File: src/rtl/lsu_if.sv
`default_nettype none
// ============================================================================
//  Module      : lsu_if
//  Description : Core request/response and memory-side bundle for the LSU.
//  Revision    : 1.0 - initial release
// ============================================================================
interface lsu_if #(
   parameter int DATA_WIDTH = 32,
   parameter int ADDR_WIDTH = 32
);
   logic                  req_valid;
   logic                  req_ready;
   logic                  req_wen;
   logic [1:0]            req_size;
   logic                  req_unsigned;
   logic [ADDR_WIDTH-1:0] req_addr;
   logic [DATA_WIDTH-1:0] req_wdata;

   logic                  resp_valid;
   logic                  resp_ready;
   logic [DATA_WIDTH-1:0] resp_rdata;
   logic                  resp_err;

   logic                  mem_we;
   logic [1:0]            mem_format;
   logic [ADDR_WIDTH-1:0] mem_addr;
   logic [DATA_WIDTH-1:0] mem_wdata;
   logic [DATA_WIDTH-1:0] mem_rdata;

   // LSU view: accepts core requests, drives the memory port
   modport slave (
      input  req_valid, req_wen, req_size, req_unsigned, req_addr, req_wdata,
      output req_ready,
      output resp_valid, resp_rdata, resp_err,
      input  resp_ready,
      output mem_we, mem_format, mem_addr, mem_wdata,
      input  mem_rdata
   );

   // Environment view: core plus memory model
   modport master (
      output req_valid, req_wen, req_size, req_unsigned, req_addr, req_wdata,
      input  req_ready,
      input  resp_valid, resp_rdata, resp_err,
      output resp_ready,
      input  mem_we, mem_format, mem_addr, mem_wdata,
      output mem_rdata
   );
endinterface
`default_nettype wire

File: src/rtl/lsu.sv
`default_nettype none
// ============================================================================
//  Module      : lsu
//  Description : Single-outstanding load/store unit with alignment check,
//                fixed-latency memory access and load sign/zero extension.
//  Revision    : 1.0 - initial release
// ============================================================================
module lsu #(
   parameter int DATA_WIDTH  = 32,
   parameter int ADDR_WIDTH  = 32,
   parameter int MEM_LATENCY = 1
) (
   input  wire  clk,
   input  wire  rst_n,
   lsu_if.slave bus
);
   typedef enum logic [1:0] {
      S_IDLE   = 2'd0,
      S_ACCESS = 2'd1,
      S_RESP   = 2'd2
   } state_t;

   localparam logic [3:0] c_cnt_init = 4'(MEM_LATENCY - 1);

   state_t                r_state;
   state_t                w_state_nxt;
   logic [3:0]            r_cnt;
   logic [3:0]            w_cnt_nxt;
   logic                  r_wen;
   logic                  r_uns;
   logic [1:0]            r_size;
   logic [1:0]            r_format;
   logic [ADDR_WIDTH-1:0] r_addr;
   logic [DATA_WIDTH-1:0] r_wdata;
   logic [DATA_WIDTH-1:0] r_rdata;
   logic                  r_err;

   logic                  w_accept;
   logic                  w_final;
   logic                  w_misalign;
   logic [DATA_WIDTH-1:0] w_load_ext;

   assign w_accept   = (r_state == S_IDLE) && bus.req_valid;
   assign w_final    = (r_state == S_ACCESS) && (r_cnt == 4'd0);
   assign w_misalign = ((bus.req_size == 2'b01) && bus.req_addr[0]) ||
                       (bus.req_size[1] && (bus.req_addr[1:0] != 2'b00));

   always_ff @(posedge clk or negedge rst_n) begin
      if (!rst_n) begin
         r_state <= S_IDLE;
         r_cnt   <= 4'd0;
      end else begin
         r_state <= w_state_nxt;
         r_cnt   <= w_cnt_nxt;
      end
   end

   always_comb begin
      w_state_nxt = r_state;
      w_cnt_nxt   = r_cnt;
      case (r_state)
         S_IDLE: begin
            if (bus.req_valid) begin
               if (w_misalign) begin
                  w_state_nxt = S_RESP;
               end else begin
                  w_state_nxt = S_ACCESS;
                  w_cnt_nxt   = c_cnt_init;
               end
            end
         end
         S_ACCESS: begin
            // The counter parks at zero on the way out of ACCESS
            if (r_cnt == 4'd0) begin
               w_state_nxt = S_RESP;
            end else begin
               w_cnt_nxt = r_cnt - 4'd1;
            end
         end
         S_RESP: begin
            if (bus.resp_ready) begin
               w_state_nxt = S_IDLE;
            end
         end
         default: w_state_nxt = S_IDLE;
      endcase
   end

   // Masking by size is implicit: only the low byte/half feeds the result
   always_comb begin
      w_load_ext = bus.mem_rdata;
      case (r_size)
         2'b00:   w_load_ext = {{(DATA_WIDTH-8){~r_uns & bus.mem_rdata[7]}},
                                bus.mem_rdata[7:0]};
         2'b01:   w_load_ext = {{(DATA_WIDTH-16){~r_uns & bus.mem_rdata[15]}},
                                bus.mem_rdata[15:0]};
         default: w_load_ext = bus.mem_rdata;
      endcase
   end

   always_ff @(posedge clk or negedge rst_n) begin
      if (!rst_n) begin
         r_wen    <= 1'b0;
         r_uns    <= 1'b0;
         r_size   <= 2'b00;
         r_format <= 2'b00;
         r_addr   <= '0;
         r_wdata  <= '0;
         r_rdata  <= '0;
         r_err    <= 1'b0;
      end else begin
         if (w_accept) begin
            r_wen  <= bus.req_wen;
            r_uns  <= bus.req_unsigned;
            r_size <= bus.req_size;
            if (w_misalign) begin
               r_rdata <= '0;
               r_err   <= 1'b1;
            end else begin
               // Memory-side registers only move for requests that reach ACCESS
               r_addr   <= bus.req_addr;
               r_wdata  <= bus.req_wdata;
               r_format <= (bus.req_size == 2'b11) ? 2'b10 : bus.req_size;
            end
         end
         if (w_final) begin
            r_rdata <= r_wen ? '0 : w_load_ext;
            r_err   <= 1'b0;
         end
      end
   end

   assign bus.req_ready  = (r_state == S_IDLE);
   assign bus.resp_valid = (r_state == S_RESP);
   assign bus.resp_rdata = r_rdata;
   assign bus.resp_err   = r_err;
   assign bus.mem_we     = w_final && r_wen;
   assign bus.mem_format = r_format;
   assign bus.mem_addr   = r_addr;
   assign bus.mem_wdata  = r_wdata;

endmodule
`default_nettype wire

File: src/flat_wrapper.sv
// flat-port wrapper written by rule: the top's interface ports become plain ports
module lsu_flat 
#(
   parameter int DATA_WIDTH  = 32,
   parameter int ADDR_WIDTH  = 32,
   parameter int MEM_LATENCY = 1
)
  (clk, rst_n, bus_req_valid, bus_req_wen, bus_req_size, bus_req_unsigned, bus_req_addr, bus_req_wdata, bus_req_ready, bus_resp_valid, bus_resp_rdata, bus_resp_err, bus_resp_ready, bus_mem_we, bus_mem_format, bus_mem_addr, bus_mem_wdata, bus_mem_rdata);
  lsu_if #(.DATA_WIDTH(DATA_WIDTH), .ADDR_WIDTH(ADDR_WIDTH)) bus_i ();
  input  wire clk;
  input  wire rst_n;
  input wire logic [$bits(bus_i.req_valid)-1:0] bus_req_valid;
  input wire logic [$bits(bus_i.req_wen)-1:0] bus_req_wen;
  input wire logic [$bits(bus_i.req_size)-1:0] bus_req_size;
  input wire logic [$bits(bus_i.req_unsigned)-1:0] bus_req_unsigned;
  input wire logic [$bits(bus_i.req_addr)-1:0] bus_req_addr;
  input wire logic [$bits(bus_i.req_wdata)-1:0] bus_req_wdata;
  output wire logic [$bits(bus_i.req_ready)-1:0] bus_req_ready;
  output wire logic [$bits(bus_i.resp_valid)-1:0] bus_resp_valid;
  output wire logic [$bits(bus_i.resp_rdata)-1:0] bus_resp_rdata;
  output wire logic [$bits(bus_i.resp_err)-1:0] bus_resp_err;
  input wire logic [$bits(bus_i.resp_ready)-1:0] bus_resp_ready;
  output wire logic [$bits(bus_i.mem_we)-1:0] bus_mem_we;
  output wire logic [$bits(bus_i.mem_format)-1:0] bus_mem_format;
  output wire logic [$bits(bus_i.mem_addr)-1:0] bus_mem_addr;
  output wire logic [$bits(bus_i.mem_wdata)-1:0] bus_mem_wdata;
  input wire logic [$bits(bus_i.mem_rdata)-1:0] bus_mem_rdata;
  assign bus_i.req_valid = bus_req_valid;
  assign bus_i.req_wen = bus_req_wen;
  assign bus_i.req_size = bus_req_size;
  assign bus_i.req_unsigned = bus_req_unsigned;
  assign bus_i.req_addr = bus_req_addr;
  assign bus_i.req_wdata = bus_req_wdata;
  assign bus_req_ready = bus_i.req_ready;
  assign bus_resp_valid = bus_i.resp_valid;
  assign bus_resp_rdata = bus_i.resp_rdata;
  assign bus_resp_err = bus_i.resp_err;
  assign bus_i.resp_ready = bus_resp_ready;
  assign bus_mem_we = bus_i.mem_we;
  assign bus_mem_format = bus_i.mem_format;
  assign bus_mem_addr = bus_i.mem_addr;
  assign bus_mem_wdata = bus_i.mem_wdata;
  assign bus_i.mem_rdata = bus_mem_rdata;
  lsu #(.DATA_WIDTH(DATA_WIDTH), .ADDR_WIDTH(ADDR_WIDTH), .MEM_LATENCY(MEM_LATENCY)) u_core (.clk(clk), .rst_n(rst_n), .bus(bus_i));
endmodule
File: config.mk
export PLATFORM = sky130hd
export DESIGN_NAME = lsu_flat
export DESIGN_NICKNAME = d
export VERILOG_FILES = /design/src/rtl/lsu_if.sv /design/src/rtl/lsu.sv /design/src/flat_wrapper.sv
export SDC_FILE = /design/constraint.sdc
export NUM_CORES = 1
export LEC_CHECK = 0
export BUFFER_PORTS_ARGS = -buffer_cell sky130_fd_sc_hd__buf_2
export CORE_ASPECT_RATIO = 0.9
export CORE_UTILIZATION = 48
export CTS_BUF_LIST = sky130_fd_sc_hd__clkbuf_4
export DETAILED_ROUTE_END_ITERATION = 8
export PLACE_DENSITY = 0.82
export SLEW_MARGIN = 20
export SYNTH_ARGS = -nofsm -noshare
export SYNTH_HDL_FRONTEND = slang
export SYNTH_SLANG_ARGS = --single-unit
File: constraint.sdc
create_clock -name clk -period 2.4 [get_ports clk]
set_input_delay 0.24 -clock clk [delete_from_list [all_inputs] [get_ports clk]]
set_output_delay 0.24 -clock clk [all_outputs]
set_load 0.02 [all_outputs]
==> qor.csv, run 1 <==
stage,metric,value,unit
clock_tree,h-tree-depth,3,
placed_design,place.gp.congestion,0.793,
drt,route.vias.total,3645,
logic_synthesis,synth.yosys.warnings,0,
drt,via_per_inst,5.08,
floorplan,dieHeight,93.5,microns
drt,number_of_nets_with_antenna_violations_after_routing,0,
sta,report.final.hold_viol_count,0,
final_layout,insertedDiodeCount,0,
pwr,p_leak,3.24,nW
clock_tree,cts_inserted_buffers,9,
floorplan,design.portCount,206,
sta,count_of_final_setup_violators,0,
logic_synthesis,synth.net_count,421,
global_route,global_route_wire_length_before_repair,18200,microns
drt,wl_met3,690,microns
placed_design,dpl.hpwl,7350,microns
run,maxCapViolations,0,
logic_synthesis,synthesized_area_fraction_occupied_by_ao_oa_aoi_and_oai_cells,10.8,%
clock_tree,cts_num_sinks,109,
logic_synthesis,summed_instance_area_of_the_synthesized_netlist,4470,sq um
worst_setup_path,crit_path_start_kind,flip-flop,
sta,max_freq,0.447,GHz
logic_synthesis,synth_simple_gate_area_share,8.12,%
logic_synthesis,post_synthesis_adder_cell_area_fraction,0.280,%
logic_synthesis,netlist.top_cell.by_area,sky130_fd_sc_hd__dfrtp_1,
floorplan,die-width,104,microns
final_layout,post_route_cells_drive_above_1_share,50.2,%
clock_tree,clk_root_buffer_cell,sky130_fd_sc_hd__clkbuf_4,
logic_synthesis,netlist_top_cells_area,"sky130_fd_sc_hd__dfrtp_1 61%, sky130_fd_sc_hd__mux2_2 14%, sky130_fd_sc_hd__o2bb2ai_2 3.4%, sky130_fd_sc_hd__a22o_1 3.3%, sky130_fd_sc_hd__nor2b_1 2.5%",
clock_tree,cts_setup_buffers,0,
logic_synthesis,synth_top_area_share,61.1,%
worst_hold_path,min_path_type,in2reg,
clock_tree,insertion_delay,440,ps
final_layout,final_net_count,697,
worst_setup_path,endpoint_kind,primary output,
sta,worst_slew_margin_rel,39.0,%
pwr,powerDensity,1180,nW/um^2
floorplan,design.die.area,9700,sq um
floorplan,core_area,9080,sq um
outcome,status,"complete, no violations",
drt,drt_wl_total,11500,microns
worst_setup_path,timing.critical_path.required,2160,ps
logic_synthesis,post_synth_num_cell_types,40,
clock_tree,ctsLongestPathBuffers,2,
clock_tree,clkTransAtPathRegs,160,ps
floorplan,initial_core_util,49.2,%
final_layout,fin_util,71.0,%
logic_synthesis,synth.ff_latch_count,109,
sta,final_min_period_over_clock_period,93.3,%
global_route,first_global_vias,3713,
sta,report.final.slew_viol_count,0,
logic_synthesis,syn-instance-count,316,
sta,final.setup.tns,0,ps
global_route,grt_start_max_net_pins,66,
logic_synthesis,sequential_share_of_the_synthesized_area,61.1,%
logic_synthesis,mux_cell_area_share_after_synthesis,16.4,%
global_route,grt_util_all_layers,23.8,%
worst_setup_path,setup.worst_path.class,reg2out,
clock_tree,clock_tree_from_tritoncts,done,
sta,max_slew.worst_pin.slew,915,ps
placed_design,placement.io_buffers,205,
worst_setup_path,critical_path.max_fanout,4,
drt,top_layer,met4,
pwr,peakVddDrop,0.726,mV
logic_synthesis,post_synth.cell_area_avg,14.1,sq um
sta,grt_setup_unrepaired,no,
sta,layout_min_cycle_time,2240,ps
drt,number_of_drc_violations_after_detailed_routing,0,
logic_synthesis,synth-xor-area-share,0,%
sta,fin_skew,20.7,ps
global_route,antenna_violations_before_repair,0,
drt,wirelength_met1,4650,microns
drt,detailedRoute.firstPassIterationCount,6,
drt,met2WireLength,6050,microns
floorplan,placementRows,33,
final_layout,syn2layout_area_growth,44.4,%
logic_synthesis,dominant_combinational_cell_family_by_area_after_synthesis,multiplexers,
drt,drtIter0Drc,183,
global_route,grt.overflow.total,0,
drt,drt-wirelength-per-cell,16.1,microns
worst_setup_path,timing.critical_path.arrival,2000,ps
## power by group
part	leakage, nW	internal, mW	switching (mW)
logic	1.81	1.51	2.04
registers	1.36	2.63	0.524
clock network	0.0772	0.325	0.599
## flip-flops by register name, indices dropped and copies added, names as in the netlist
signal / cells
u_core.r_wen: 1
u_core.r_cnt: 4
u_core.bus.mem_wdata: 32
u_core.r_uns: 1
u_core.bus.resp_rdata: 32
u_core.bus.resp_err: 1
u_core.bus.mem_addr: 32
u_core.r_size: 2
u_core.r_state: 2
u_core.bus.mem_format: 2
## worst paths after layout
kind                       slack (ps)  depth (start not counted)                    start                        end
max                               160                          6          u_core.r_cnt[0]                 bus_mem_we
min                                50                          3        bus_mem_rdata[29]  u_core.bus.resp_rdata[29]
max reg2reg                       390                          7          u_core.r_cnt[0]  u_core.bus.resp_rdata[18]
min reg2reg                       510                          1  u_core.bus.mem_addr[26]    u_core.bus.mem_addr[26]
max in group asynchronous        1270                          3                    rst_n   u_core.bus.mem_wdata[27]
min in group asynchronous         380                          2                    rst_n    u_core.bus.mem_addr[18]
## Yosys cell counts (all sizes together)
library cell  number
dfrtp            109
mux2              64
nand2             22
nor2b             18
a22o              17
o2bb2ai           16
buf               15
o21ai             15
nor2               8
nand2b             5
clkbuf             3
inv                3
a21oi              2
nand3              2
nor3               2
or3b               2
a31oi              1
a32oi              1
and2               1
and2b              1
ha                 1
mux2i              1
nand4b             1
nor4b              1
nor4bb             1
o22ai              1
o31ai              1
o32ai              1
or4b               1
## critical path, stage by stage, from the launching register on
cell                      delay (ps)
sky130_fd_sc_hd__dfrtp_1         430
sky130_fd_sc_hd__inv_1            60
sky130_fd_sc_hd__ha_1            170
sky130_fd_sc_hd__or3b_4          430
sky130_fd_sc_hd__nor2_2          180
sky130_fd_sc_hd__and2_1          160
sky130_fd_sc_hd__buf_2           160
## cells by family after synthesis
group	after synthesis
flip-flops	109
multiplexers	65
AND/OR/NAND/NOR	65
AO/OA/AOI/OAI	55
buffers and inverters	21
adder cells (fa/ha/maj)	1
## area by class of cell
cell class              instances  area [sq um]
well taps                     122           153
multi-input cells             186          1600
fillers                       640          2640
clock inverters                 6          70.1
inverters                       3          11.3
flip-flops and latches        109          2730
clock buffers                   9          67.6
repair buffers                283          1820
## metal layers
layer,vias up,track usage (%)
met5,-,0
met4,0,7.50
met3,19,5.51
met2,157,42.3
met1,1793,29.0
li1,1676,-
## timing repair
action                                  4_1_cts  5_1_grt
endpoints found under the setup margin        1        1
hold buffers                                 72        0
pin swaps                                     0        0
gates resized for setup                       1        1
endpoints found under the hold margin       126        0
## per-stage QoR
step                      setup slack [ps]  instance area [sq um]  power, mW  std cells  hold WS (ps)
after floorplan                        660                   4470       5.42        316         -55.6
after global placement                88.8                   5580       6.44        631           336
after detailed placement              7.23                   5580       6.60        631           348
after CTS                             10.1                   6450       7.63        718         0.115
after global routing                  11.1                   6450       8.04        718          16.6
final                                  161                   6450       7.63        718          53.1
## placed cells by master (no fill, tap or decap), types with 2 or more instances in the layout
cell / Yosys / layout
sky130_fd_sc_hd__a22o_1: 17 / 17
sky130_fd_sc_hd__buf_12: 0 / 2
sky130_fd_sc_hd__buf_2: 4 / 204
sky130_fd_sc_hd__buf_4: 2 / 5
sky130_fd_sc_hd__clkbuf_4: 0 / 9
sky130_fd_sc_hd__dfrtp_1: 109 / 109
sky130_fd_sc_hd__dlygate4sd3_1: 0 / 72
sky130_fd_sc_hd__inv_1: 3 / 3
sky130_fd_sc_hd__inv_6: 0 / 3
sky130_fd_sc_hd__mux2_1: 9 / 9
sky130_fd_sc_hd__mux2_2: 55 / 55
sky130_fd_sc_hd__nand2_1: 22 / 22
sky130_fd_sc_hd__nand2b_1: 5 / 5
sky130_fd_sc_hd__nor2_1: 7 / 6
sky130_fd_sc_hd__nor2b_1: 18 / 18
sky130_fd_sc_hd__o21ai_0: 13 / 13
sky130_fd_sc_hd__o2bb2ai_1: 6 / 6
sky130_fd_sc_hd__o2bb2ai_2: 10 / 10
No activity file was read; power rests on OpenSTA's default activity.
==> inputs of run 2 (changes only) <==
CELL_PAD_IN_SITES_DETAIL_PLACEMENT = 0   (was default)
CELL_PAD_IN_SITES_GLOBAL_PLACEMENT = 2   (was default)
CORE_UTILIZATION = 30   (was 48)
PLACE_DENSITY = default   (was 0.82)
PLACE_DENSITY_LB_ADDON = 0.1   (was default)
==> qor.csv, run 2 (synthesis results as in run 1) <==
stage,metric,value,unit,change
outcome,status,"complete, no violations",,unchanged
floorplan,dieHeight,118,microns,was 93.5 microns
worst_setup_path,timing.critical_path.required,2160,ps,about the same
floorplan,initial_core_util,31.3,%,was 49.2%
drt,number_of_drc_violations_after_detailed_routing,0,,unchanged
global_route,grt_util_all_layers,16.5,%,was 23.8%
final_layout,number_of_cells_in_the_finished_layout_apart_from_fillers,814,,was 718
drt,top_layer,met4,,unchanged
final_layout,post_route_cells_drive_above_1_share,48.8,%,was 50.2%
sta,final_min_period_over_clock_period,93.2,%,was 93.3%
final_layout,final_net_count,721,,was 697
final_layout,syn2layout_area_growth,51.8,%,was 44.4%
worst_setup_path,cp_cell_sequence,inv_1 -> ha_1 -> or3b_4 -> nor2_4 -> and2_1 -> buf_2,,was inv_1 -> ha_1 -> or3b_4 -> nor2_2 -> and2_1 -> buf_2
drt,number_of_nets_with_antenna_violations_after_routing,0,,unchanged
clock_tree,cts_inserted_buffers,9,,unchanged
drt,drt-wirelength-per-cell,15.0,microns,was 16.1 microns
drt,met2WireLength,5740,microns,was 6050 microns
placed_design,pre_cts_slack,144,ps,was 7.23 ps
sta,fin_skew,16.6,ps,was 20.7 ps
global_route,grt_start_max_net_pins,52,,was 66
worst_setup_path,setup.worst_path.class,reg2out,,unchanged
final_layout,nFillCells,1385,,was 640
worst_setup_path,endpoint_kind,primary output,,unchanged
pwr,total_power,7.68,mW,was 7.63 mW
worst_setup_path,crit_path_start_kind,flip-flop,,unchanged
clock_tree,h-tree-depth,3,,unchanged
global_route,first_global_vias,3832,,was 3713
placed_design,placed_cells,704,,was 631
sta,max_slew.worst_pin.slew,957,ps,was 915 ps
floorplan,placementRows,41,,was 33
pwr,powerDensity,1130,nW/um^2,was 1180 nW/um^2
clock_tree,clk_root_buffer_cell,sky130_fd_sc_hd__clkbuf_4,,unchanged
sta,report.final.hold_viol_count,0,,unchanged
final_layout,most_used_cells_in_the_layout_excluding_fill_and_tap_cells,"204 x sky130_fd_sc_hd__buf_2, 109 x sky130_fd_sc_hd__dfrtp_1, 92 x sky130_fd_sc_hd__dlygate4sd3_1",,"was 204 x sky130_fd_sc_hd__buf_2, 109 x sky130_fd_sc_hd__dfrtp_1, 72 x sky130_fd_sc_hd__dlygate4sd3_1"
drt,detailedRoute.firstPassIterationCount,4,,was 6
placed_design,dpl.hpwl,8250,microns,was 7350 microns
floorplan,design.portCount,206,,unchanged
worst_setup_path,timing.critical_path.slowest_stage_cell,sky130_fd_sc_hd__dfrtp_1,,unchanged
run,maxCapViolations,0,,unchanged
pwr,peakVddDrop,0.657,mV,was 0.726 mV
drt,drtIter0Drc,170,,was 183
floorplan,core_area,14300,sq um,was 9080 sq um
drt,wirelength_met1,5290,microns,was 4650 microns
placed_design,placement.io_buffers,205,,unchanged
floorplan,die-width,131,microns,was 104 microns
clock_tree,clock_tree_from_tritoncts,done,,unchanged
worst_setup_path,timing.critical_path.arrival,2000,ps,about the same
worst_hold_path,min_path_type,in2reg,,unchanged
drt,route.vias.total,3617,,was 3645
sta,count_of_final_setup_violators,0,,unchanged
clock_tree,insertion_delay,470,ps,was 440 ps
floorplan,design.die.area,15400,sq um,was 9700 sq um
sta,post-route-worst-setup-slack,163,ps,was 161 ps
clock_tree,clkTransAtPathRegs,160,ps,about the same
sta,max_freq,0.447,GHz,about the same
clock_tree,cts_num_sinks,109,,unchanged
sta,report.final.slew_viol_count,0,,unchanged
drt,via_per_inst,4.44,,was 5.08
placed_design,place.gp.congestion,0.746,,was 0.793
worst_setup_path,critical_path.max_fanout,4,,unchanged
global_route,global_route_wire_length_before_repair,19500,microns,was 18200 microns
sta,worst_slew_margin_rel,36.2,%,was 39.0%
worst_setup_path,worst_stage_delay_on_the_critical_path,430,ps,about the same
clock_tree,ctsLongestPathBuffers,2,,unchanged
sta,layout_min_cycle_time,2240,ps,about the same
drt,drt_wl_total,12200,microns,was 11500 microns
final_layout,mostFrequentLayoutCell,sky130_fd_sc_hd__buf_2,,unchanged
drt,wl_met3,980,microns,was 690 microns
pwr,p_leak,3.34,nW,was 3.24 nW
final_layout,fin_util,47.6,%,was 71.0%
global_route,antenna_violations_before_repair,0,,unchanged
global_route,grt.overflow.total,0,,unchanged
final_layout,insertedDiodeCount,0,,unchanged
run 2: cell count changes in the layout (fill, tap and decap cells not counted), sizes merged:
cell         delta
dlygate4sd3    +20
buf             +4
clkbuf          +3
inv             -3
clkinvlp        +2
clkinv          -1
run 2: per-stage QoR:
step           area, sq um  TNS (ps)  hold slack, ps
2_1_floorplan         4470         0           -55.6
3_3_place_gp          5700         0             319
3_5_place_dp          5700         0             327
4_1_cts               6760         0            1.18
5_1_grt               6780    -0.656            18.1
6_report              6780         0            57.4
run 2: worst max-delay path: cells and delay by family (launching register included):
kind	cells	cell delay [ps]
AND/OR/NAND/NOR	3	690
flip-flops	1	430
buffers and inverters	2	240
adder cells (fa/ha/maj)	1	170
run 2: area by class of cell:
cell class,instances,area [sq um],share of cell area (%)
Clock inverter,4,48.8,0.720
Tap cell,193,241,3.56
Multi-Input combinational cell,186,1610,23.8
Clock buffer,12,90.1,1.33
Sequential cell,109,2730,40.2
Inverter,3,11.3,0.166
Timing Repair Buffer,307,2050,30.2
run 2: routing by layer:
metal	vias to the layer above	global-route usage, %
li1	1727	-
met1	1744	19.8
met2	135	27.2
met3	11	5.68
met4	0	5.17
met5	-	0
run 2: final timing paths:
check                                          startpoint                   endpoint  slack, ps  cells past startpoint
worst max-delay path                      u_core.r_cnt[0]                 bus_mem_we        160                      6
worst min-delay path                      bus_req_addr[1]     u_core.bus.mem_addr[1]         60                      2
worst max register to register            u_core.r_cnt[0]          u_core.r_state[1]        170                      7
worst min register to register  u_core.bus.resp_rdata[23]  u_core.bus.resp_rdata[23]        510                      1
max in group asynchronous                           rst_n     u_core.bus.mem_addr[3]       1390                      3
min in group asynchronous                           rst_n  u_core.bus.resp_rdata[12]        310                      2
run 2: repair_timing:
| action | CTS | global route |
|---|---|---|
| endpoints found under the hold margin | 137 | 0 |
| cloned | 0 | 0 |
| hold buffers | 92 | 0 |
| setup endpoints to repair | 1 | 1 |
| resized for setup | 1 | 1 |
| buffers inserted | 0 | 2 |
| pin swaps | 0 | 2 |
run 2: where the power goes:
group          internal [mW]  leakage [nW]  total [mW]  switching [mW]
registers               2.63          1.36        3.07           0.443
clock network          0.351        0.0712       0.961           0.610
logic                   1.56          1.91        3.65            2.09
total                   4.54          3.34        7.68            3.15
==> inputs of run 3 (changes only) <==
CORE_UTILIZATION = 27   (was 30)
clock period = 1.9 ns   (was 2.4 ns; I/O delays follow)
==> qor.csv, run 3 (synthesis results as in run 1) <==
stage,metric,value,unit,change
sta,layout_min_cycle_time,2030,ps,
worst_setup_path,setup.worst_path.class,reg2out,,unchanged
sta,report.final.slew_viol_count,0,,unchanged
final_layout,nFillCells,1550,,was 1385
floorplan,design.portCount,206,,unchanged
sta,final_min_period_over_clock_period,107,%,
global_route,grt.overflow.total,0,,unchanged
pwr,total_power,9.86,mW,was 7.68 mW
worst_setup_path,critical_path.top_delay_family,simple AND/OR/NAND/NOR gates,,unchanged
clock_tree,h-tree-depth,3,,unchanged
floorplan,design.die.area,17100,sq um,was 15400 sq um
global_route,first_global_vias,3727,,was 3832
worst_setup_path,cp_cell_sequence,inv_2 -> ha_4 -> or3b_4 -> nor2_4 -> and2_4 -> buf_6,,was inv_1 -> ha_1 -> or3b_4 -> nor2_4 -> and2_1 -> buf_2
clock_tree,clock_tree_from_tritoncts,done,,unchanged
worst_setup_path,crit-reg2reg-launch,u_core.r_cnt[0],,unchanged
placed_design,place.gp.congestion,0.720,,was 0.746
drt,number_of_drc_violations_after_detailed_routing,0,,unchanged
global_route,grt_util_all_layers,14.6,%,was 16.5%
sta,report.final.hold_viol_count,0,,unchanged
pwr,p_leak,3.43,nW,was 3.34 nW
sta,fin_skew,11.9,ps,was 16.6 ps
floorplan,core_area,16100,sq um,was 14300 sq um
worst_hold_path,min_path_type,in2reg,,unchanged
global_route,global_route_wire_length_before_repair,19000,microns,was 19500 microns
clock_tree,cts_inserted_buffers,9,,unchanged
run,maxCapViolations,0,,unchanged
clock_tree,insertion_delay,470,ps,about the same
final_layout,post_route_cells_drive_above_1_share,50.9,%,was 48.8%
drt,drtIter0Drc,89,,was 170
outcome,status,"complete, but fails checks",,"was complete, no violations"
sta,count_of_final_setup_violators,1,,was 0
floorplan,die-width,138,microns,was 131 microns
final_layout,syn2layout_area_growth,57.0,%,was 51.8%
floorplan,initial_core_util,27.7,%,was 31.3%
floorplan,placementRows,44,,was 41
worst_setup_path,critPathBufInv,2,,unchanged
global_route,antenna_violations_before_repair,0,,unchanged
global_route,grt_start_max_net_pins,110,,was 52
worst_setup_path,critical_path.max_fanout,3,,was 4
final_layout,insertedDiodeCount,0,,unchanged
sta,grt_setup_unrepaired,yes,,
sta,max_freq,0.492,GHz,
clock_tree,ctsLongestPathBuffers,2,,unchanged
clock_tree,clkTransAtPathRegs,160,ps,about the same
sta,final.setup.tns,-133,ps,was 0 ps
final_layout,most_used_cells_in_the_layout_excluding_fill_and_tap_cells,"203 x sky130_fd_sc_hd__buf_2, 109 x sky130_fd_sc_hd__dfrtp_1, 97 x sky130_fd_sc_hd__dlygate4sd3_1",,"was 204 x sky130_fd_sc_hd__buf_2, 109 x sky130_fd_sc_hd__dfrtp_1, 92 x sky130_fd_sc_hd__dlygate4sd3_1"
drt,via_per_inst,4.36,,was 4.44
worst_setup_path,worst_stage_delay_on_the_critical_path,420,ps,was 430 ps
worst_hold_path,min-delay-start,bus_mem_rdata[8],,was bus_req_addr[1]
worst_setup_path,reg2reg_slack,50,ps,was 170 ps
worst_setup_path,crit_path_start_kind,flip-flop,,unchanged
floorplan,dieHeight,124,microns,was 118 microns
final_layout,mostFrequentLayoutCell,sky130_fd_sc_hd__buf_2,,unchanged
drt,drt-wirelength-per-cell,14.9,microns,was 15.0 microns
worst_setup_path,timing.critical_path.from,u_core.r_cnt[0],,unchanged
clock_tree,clk_root_buffer_cell,sky130_fd_sc_hd__clkbuf_4,,unchanged
placed_design,place_area,5770,sq um,was 5700 sq um
placed_design,placement.io_buffers,205,,unchanged
sta,worst_slew_margin_rel,60.0,%,was 36.2%
final_layout,multi_input_comb_area,1690,sq um,was 1610 sq um
drt,detailedRoute.firstPassIterationCount,4,,unchanged
final_layout,design_area,7010,sq um,was 6780 sq um
clock_tree,cts_num_sinks,109,,unchanged
worst_setup_path,timing.critical_path.required,1710,ps,was 2160 ps
worst_setup_path,timing.critical_path.slowest_stage_cell,sky130_fd_sc_hd__dfrtp_1,,unchanged
final_layout,final_net_count,739,,was 721
final_layout,final-seq-area,2730,sq um,unchanged
worst_setup_path,timing.critical_path.arrival,1840,ps,was 2000 ps
outcome,failed_checks,setup timing,,
drt,drt_wl_total,12600,microns,was 12200 microns
pwr,peakVddDrop,0.743,mV,was 0.657 mV
drt,number_of_nets_with_antenna_violations_after_routing,0,,unchanged
drt,route.vias.total,3687,,was 3617
worst_setup_path,endpoint_kind,primary output,,unchanged
sta,max_slew.worst_pin.slew,600,ps,was 957 ps
pwr,powerDensity,1410,nW/um^2,was 1130 nW/um^2
placed_design,dpl.hpwl,8030,microns,was 8250 microns
sta,post-route-worst-setup-slack,-133,ps,was 163 ps
==> run 3: repair_timing <==
item                                   4_1_cts  5_1_grt
gates cloned                                 1        1
pin swaps                                    3       11
buffers inserted                             3        5
endpoints found under the hold margin      207        0
resized for setup                           11        8
setup endpoints to repair                   34       33
hold buffers                                97        0
==> run 3: per-layer routing <==
metal  wire, microns  global-route usage (%)
met4             164                    4.60
met1            5590                    18.4
met2            5890                    23.4
met3             930                    4.92
met5               0                       0
==> run 3: per-stage QoR <==
step | hold slack, ps | instances | util, % | setup WS [ps]
6_report | 67.8 | 845 | 43.5 | -133
5_1_grt | 37.1 | 845 | 43.5 | -252
4_1_cts | 6.83 | 840 | 43.0 | -285
3_5_place_dp | 332 | 724 | 35.8 | -193
3_3_place_gp | 332 | 724 | 35.8 | -96.9
2_1_floorplan | -106 | 316 | - | 160
==> run 3: worst paths after layout <==
kind	cells after the start	endpoint
max	6	bus_mem_we
min in group asynchronous	3	u_core.bus.resp_rdata[10]
min reg2reg	1	u_core.bus.mem_addr[25]
min	4	u_core.bus.resp_rdata[8]
max reg2reg	8	u_core.bus.resp_rdata[30]
max in group asynchronous	3	u_core.bus.mem_addr[11]
==> run 3: layout make-up <==
type                    count  share of cell area [%]
inverters                   3                   0.161
well taps                 207                    3.69
multi-input cells         188                    24.2
clock inverters             6                   0.678
repair buffers            323                    31.4
clock buffers               9                   0.964
flip-flops and latches    109                    38.9
==> run 3: tightest hold or removal path: stages <==
cell and delay (ps):
sky130_fd_sc_hd__buf_2 80, sky130_fd_sc_hd__o21ai_0 70, sky130_fd_sc_hd__nand2_1 70, sky130_fd_sc_hd__a22o_1 110
==> run 3: power by group <==
part / leakage, nW / internal, mW / switching, mW
Clock: 0.0628 / 0.275 / 0.786
Combinational: 2.01 / 2.14 / 2.77
Sequential: 1.36 / 3.32 / 0.563
